File: src/rtl/cpu_core_pkg.sv
// cpu_core_pkg: shared widths, opcode/ALU encodings and instruction decode for cpu_core
package cpu_core_pkg;
  localparam int DATA_W = 8;
  localparam int REG_CNT = 8;
  localparam int PC_W = 32;
  localparam int REG_AW = $clog2(REG_CNT);
  localparam logic [7:0] OP_LOADI = 8'h00;
  localparam logic [7:0] OP_MOV = 8'h01;
  localparam logic [7:0] OP_ADD = 8'h02;
  localparam logic [7:0] OP_SUB = 8'h03;
  localparam logic [7:0] OP_AND = 8'h04;
  localparam logic [7:0] OP_OR = 8'h05;
  localparam logic [2:0] ALU_FWD = 3'b000;
  localparam logic [2:0] ALU_ADD = 3'b001;
  localparam logic [2:0] ALU_AND = 3'b010;
  localparam logic [2:0] ALU_OR = 3'b011;
  typedef struct packed {
    logic we;
    logic imm_sel;
    logic neg_sel;
    logic [2:0] aluop;
  } ctrl_t;
  // Unknown opcodes fall through to the default: no write, forward ALU op.
  function automatic ctrl_t decode(input logic [7:0] op);
    ctrl_t c;
    c = '{we: 1'b0, imm_sel: 1'b0, neg_sel: 1'b0, aluop: ALU_FWD};
    case (op)
      OP_LOADI: c = '{we: 1'b1, imm_sel: 1'b1, neg_sel: 1'b0, aluop: ALU_FWD};
      OP_MOV: c = '{we: 1'b1, imm_sel: 1'b0, neg_sel: 1'b0, aluop: ALU_FWD};
      OP_ADD: c = '{we: 1'b1, imm_sel: 1'b0, neg_sel: 1'b0, aluop: ALU_ADD};
      OP_SUB: c = '{we: 1'b1, imm_sel: 1'b0, neg_sel: 1'b1, aluop: ALU_ADD};
      OP_AND: c = '{we: 1'b1, imm_sel: 1'b0, neg_sel: 1'b0, aluop: ALU_AND};
      OP_OR: c = '{we: 1'b1, imm_sel: 1'b0, neg_sel: 1'b0, aluop: ALU_OR};
      default: c = '{we: 1'b0, imm_sel: 1'b0, neg_sel: 1'b0, aluop: ALU_FWD};
    endcase
    return c;
  endfunction
endpackage

File: src/rtl/cpu_core_alu.sv
// alu: combinational 8-bit forward/add/and/or unit; reserved selects yield zero
module alu
  import cpu_core_pkg::*;
(
  input logic [DATA_W-1:0] DATA1,
  input logic [DATA_W-1:0] DATA2,
  input logic [2:0] SELECT,
  output logic [DATA_W-1:0] RESULT
);
  always_comb begin
    RESULT = SELECT == ALU_FWD ? DATA2 :
             SELECT == ALU_ADD ? DATA1 + DATA2 :
             SELECT == ALU_AND ? DATA1 & DATA2 :
             SELECT == ALU_OR ? DATA1 | DATA2 : '0;
  end
endmodule

File: src/rtl/cpu_core.sv
// cpu_core: single-cycle 8-bit core with 8-entry register file, operand muxes and a +4 PC
module cpu_core
  import cpu_core_pkg::*;
#(
  parameter logic [PC_W-1:0] RESET_PC = 32'h0000_0000
) (
  input logic CLK,
  input logic RESET,
  input logic [31:0] INSTRUCTION,
  output logic [PC_W-1:0] PC,
  output logic [DATA_W-1:0] RESULT
);
  logic [DATA_W-1:0] rf [REG_CNT];
  logic [7:0] opcode;
  logic [REG_AW-1:0] rd, rt, rs;
  logic [DATA_W-1:0] imm, data1, rs_val, neg_val, data2;
  ctrl_t ctrl;
  always_comb begin
    opcode = INSTRUCTION[31:24];
    rd = INSTRUCTION[18:16];
    rt = INSTRUCTION[10:8];
    rs = INSTRUCTION[2:0];
    imm = INSTRUCTION[7:0];
    ctrl = decode(opcode);
    data1 = rf[rt];
    rs_val = rf[rs];
    neg_val = ~rs_val + 8'd1;
    data2 = ctrl.imm_sel ? imm : (ctrl.neg_sel ? neg_val : rs_val);
  end
  alu u_alu (
    .DATA1(data1),
    .DATA2(data2),
    .SELECT(ctrl.aluop),
    .RESULT(RESULT)
  );
  // Reset wins over any write the current instruction would make.
  always_ff @(posedge CLK) begin
    if (!RESET) begin
      PC <= RESET_PC;
      for (int i = 0; i < REG_CNT; i++) rf[i] <= '0;
    end else begin
      PC <= PC + 32'd4;
      if (ctrl.we) rf[rd] <= RESULT;
    end
  end
endmodule

File: config.mk
export PLATFORM = sky130hd
export DESIGN_NAME = cpu_core
export DESIGN_NICKNAME = d
export VERILOG_FILES = /design/src/rtl/cpu_core_pkg.sv /design/src/rtl/cpu_core_alu.sv /design/src/rtl/cpu_core.sv
export SDC_FILE = /design/constraint.sdc
export NUM_CORES = 1
export LEC_CHECK = 0
export CORE_MARGIN = 3
export CORE_UTILIZATION = 53
export CTS_CLUSTER_SIZE = 25
export DETAILED_ROUTE_END_ITERATION = 6
export GPL_ROUTABILITY_DRIVEN = 0
export GPL_TIMING_DRIVEN = 1
export PLACE_DENSITY = 0.84
export RECOVER_POWER = 100
export SETUP_SLACK_MARGIN = 0.3
export SLEW_MARGIN = 20
export SYNTH_ARGS = -nofsm -noshare
export SYNTH_HDL_FRONTEND = slang
export SYNTH_SLANG_ARGS = --single-unit
File: constraint.sdc
create_clock -name CLK -period 11.85 [get_ports CLK]
set_clock_uncertainty 0.05 [all_clocks]
set_input_delay 2.37 -clock CLK [delete_from_list [all_inputs] [get_ports CLK]]
set_output_delay 2.37 -clock CLK [all_outputs]
set_load 0.05 [all_outputs]
==> results.md <==
* Layout Cells excl Fill at 740
* Setup_tns at 0 ps
* Post-CTS Setup Repair Bufs at 0
* RR Startpoint: rf[3][1]
* Placed cell areas at 6500 sq um
* Iter 0 DRT Violations at between 300 and 400
* Sequential fraction of the synthesis area at a little over two fifths
* Initial Util at 55.4%
* VDD IR max at ~0.067 mV
* Die area at 12300 sq um
* Die W at approximately 110 um
* Hold WC Path Type: reg -> reg
* CTS H-Tree Depth at 3
* Post-layout instance area at 6700 sq um
* CP cell instances: dlygate4sd3_1, buf_4, mux4_2, mux2i_1, ha_1, a21oi_1, o21ai_0, inv_1, ha_1, a21o_1, a21oi_1, a2bb2oi_1, nor2b_1, xnor2_1, a32oi_1, nand2_1, dlygate4sd3_1
* Cell area after synthesis at 5820 sq um
* Clock sinks at 94
* Seq cells post-synth at 94
* Mapped Cells at 551
* Largest family of logic cells by synthesized area: simple AND/OR/NAND/NOR gates
* Post-synth top flop: edfxtp_1
* Cell Pwr Density at 108 nW/um^2
* Synth Area in Compound Gates at 8.08%
* Simple-Gate Fraction of Synth Area at 19.0%
* Syn_area_per_cell at 10.6 sq um
* Final period util at just under 90%
* Post-DP HPWL at between 10000 and 15000 um
* Total Wirelength at 14600 um
* # Max-Cap Violations at 0
* CTS clk-pin slew, worst paths at approximately 100 ps
* Startpoint Class: input pin
* IO buf count at 61
* Flop-to-flop setup slack at 7390 ps
* DP Cell Count at just over 700
* WP data arrival at ~8000 ps
* Synth warn at 0
* Drt drc at 0
* Worst-margin pin slew at around 1300 ps
* # setup viols final at 0
* Ys async rst share at 0%
* Gr ovfl total at 0
* Post-synth top area share at ~33%
* Crit path required time at about 9400 ps
* CP Max Fanout at 20
* Synth Area in XOR/XNOR at under 10%
* Vias in the first global route at around 4700
* Filler cell count at a little over 800
* Synth cell types at 58
* Crit path buffers/inverters at 4
* Synth Area in Adders at between 4 and 5%
* Most common cell in the netlist: nor2_1
* Row count at 37
* Num CTS Buffers at 9
* Initial antenna violation count at 0
* Period minus WS final at between 10000 and 15000 ps
* Largest net degree at the start of global routing at 39
* CORE AREA at 10500 sq um
* CTS Root Buffer Type: clkbuf_8
* Die height at 111 um
* Final #Nets at roughly 650
* Multi-input logic area at 3080 sq um
* Worst r2r path cells at 14
* I/O pin cnt at 74
* TritonCTS clock tree: done
* Post_cts resized at 0
* Hold endpoint: PC[2]
* Detail Route Antenna Nets at 0
* Fmax achieved at between 90 and 100 MHz
* Setup crit end kind: output pin
* GRT Util Overall at roughly a quarter
* Layout cells sized above 1 at 11.9%
* Mux share of post-synthesis cell area at 16.3%
* Synth area leaders: edfxtp_1 33%, mux4_2 13%, dfxtp_1 10%
* First-pass GRT wire length at about 23000 um
* Post-synth top cells: 69 x nor2_1, 64 x edfxtp_1, 40 x nand2_1
* Worst path slowest cell: dlygate4sd3_1
* Hold path depth at 1
* Unrepaired setup endpoints after global routing: false
* Hold WS at 433 ps
* Vias per cell at between 6 and 7
* RR Endpoint: rf[1][5]
* Critical path's largest stage delay at 810 ps
* Final slew viol count at 0
* Final hold vios at 0
* Leak Pwr at 2.69 nW
* Wire length per cell at between 15 and 20 um
* Hold-fix buffer count after cts at 0
* ANT cells at 0
* Kind of cell adding the most delay to the critical path: buffers and inverters
* Max_slew headroom at between 10% and 20%
* First-pass iteration count of the detailed router at 4
* Status: finished, final reports clean
* Synth area leader: edfxtp_1
* Setup CP Type: in -> out
* Reg area at roughly 2500 sq um
* CTS Buffer Depth at 2
* Number of enable flip-flop cells after synthesis at 64
* Min-delay src: PC[2]
* Vias at around 4600
* Syn-to-layout area delta at 15.2%
* Clock Latency Late Sink at 370 ps
-- area by class of cell --
type | count | share of cell area, %
inverters | 26 | 1.46
repair buffers | 65 | 9.50
flip-flops and latches | 94 | 37.6
clock inverters | 5 | 0.541
well taps | 136 | 2.54
clock buffers | 11 | 2.43
multi-input cells | 403 | 45.9
-- worst register-to-register path, stage by stage (launching register included) --
cell and delay (ps):
edfxtp_1 430, mux4_2 520, mux2i_1 250, ha_1 180, a21oi_1 50, o21ai_0 400, inv_1 90, ha_1 280
a21o_1 200, a21oi_1 260, a2bb2oi_1 280, nor2b_1 200, xnor2_1 80, a32oi_1 700, a21oi_1 200
-- how the worst max path moves through the flow --
stage / from / endpoint / slack, ps / cells past startpoint
4_1_cts: INSTRUCTION[0] / RESULT[5] / 1620 / 17
3_3_place_gp: INSTRUCTION[0] / RESULT[5] / 1760 / 17
2_1_floorplan: INSTRUCTION[0] / RESULT[5] / 3230 / 17
5_1_grt: INSTRUCTION[0] / RESULT[5] / 1100 / 17
3_5_place_dp: INSTRUCTION[0] / RESULT[5] / 1650 / 17
6_report: INSTRUCTION[0] / RESULT[5] / 1430 / 17
-- routing by layer --
metal	up-vias	global-route usage, %	part of all wire (%)
met2	226	40.1	50
met5	-	0	0
li1	2084	-	-
met3	32	4.75	7.9
met1	2243	30.8	40
met4	0	8.54	2.2
-- state kept, by name (all words and copies together) (netlist names) --
| name | cells |
|---|---|
| rf | 64 |
| PC | 30 |
-- power by group --
| part | switching, mW | internal [mW] | leakage [nW] |
|---|---|---|---|
| logic | 0.0889 | 0.0573 | 1.68 |
| clock network | 0.119 | 0.0965 | 0.106 |
| registers | 0.00572 | 0.358 | 0.903 |
| total | 0.213 | 0.511 | 2.69 |
-- cell families after synthesis --
logic type                 count (synthesis)
xor gates and xnor gates                  33
DFF                                       94
AOI/OAI and AO/OA                         74
buffers and inverters                     55
and+or+nand+nor                          222
muxes                                     53
other                                      1
adders and majority gates                 19
-- cells in the final DEF (no fill, tap or decap), types with 13 or more instances in the layout --
| cell | netlist | routed |
|---|---|---|
| nor2_1 | 69 | 69 |
| edfxtp_1 | 64 | 64 |
| dlygate4sd3_1 | 0 | 41 |
| nand2_1 | 40 | 40 |
| mux4_2 | 33 | 33 |
| dfxtp_1 | 30 | 30 |
| a21oi_1 | 29 | 29 |
| inv_1 | 26 | 26 |
| clkdlybuf4s50_1 | 0 | 20 |
| nor3_1 | 19 | 19 |
| ha_1 | 18 | 18 |
| xnor2_1 | 17 | 17 |
| mux2i_1 | 16 | 16 |
| xor2_1 | 16 | 16 |
| o21ai_0 | 14 | 14 |
| and2_1 | 25 | 14 |
| nand3_1 | 13 | 13 |
-- per-stage QoR --
| stage | power (mW) | worst slack, ps | utilization [%] |
|---|---|---|---|
| final | 0.725 | 1430 | 63.8 |
| after detailed placement | 0.517 | 1650 | 61.9 |
| after global placement | 0.510 | 1760 | 61.9 |
| after floorplan | 0.475 | 3230 | - |
| after CTS | 0.726 | 1620 | 63.7 |
| after global routing | 0.754 | 1100 | 63.8 |
(Power assumes the default switching activity.)
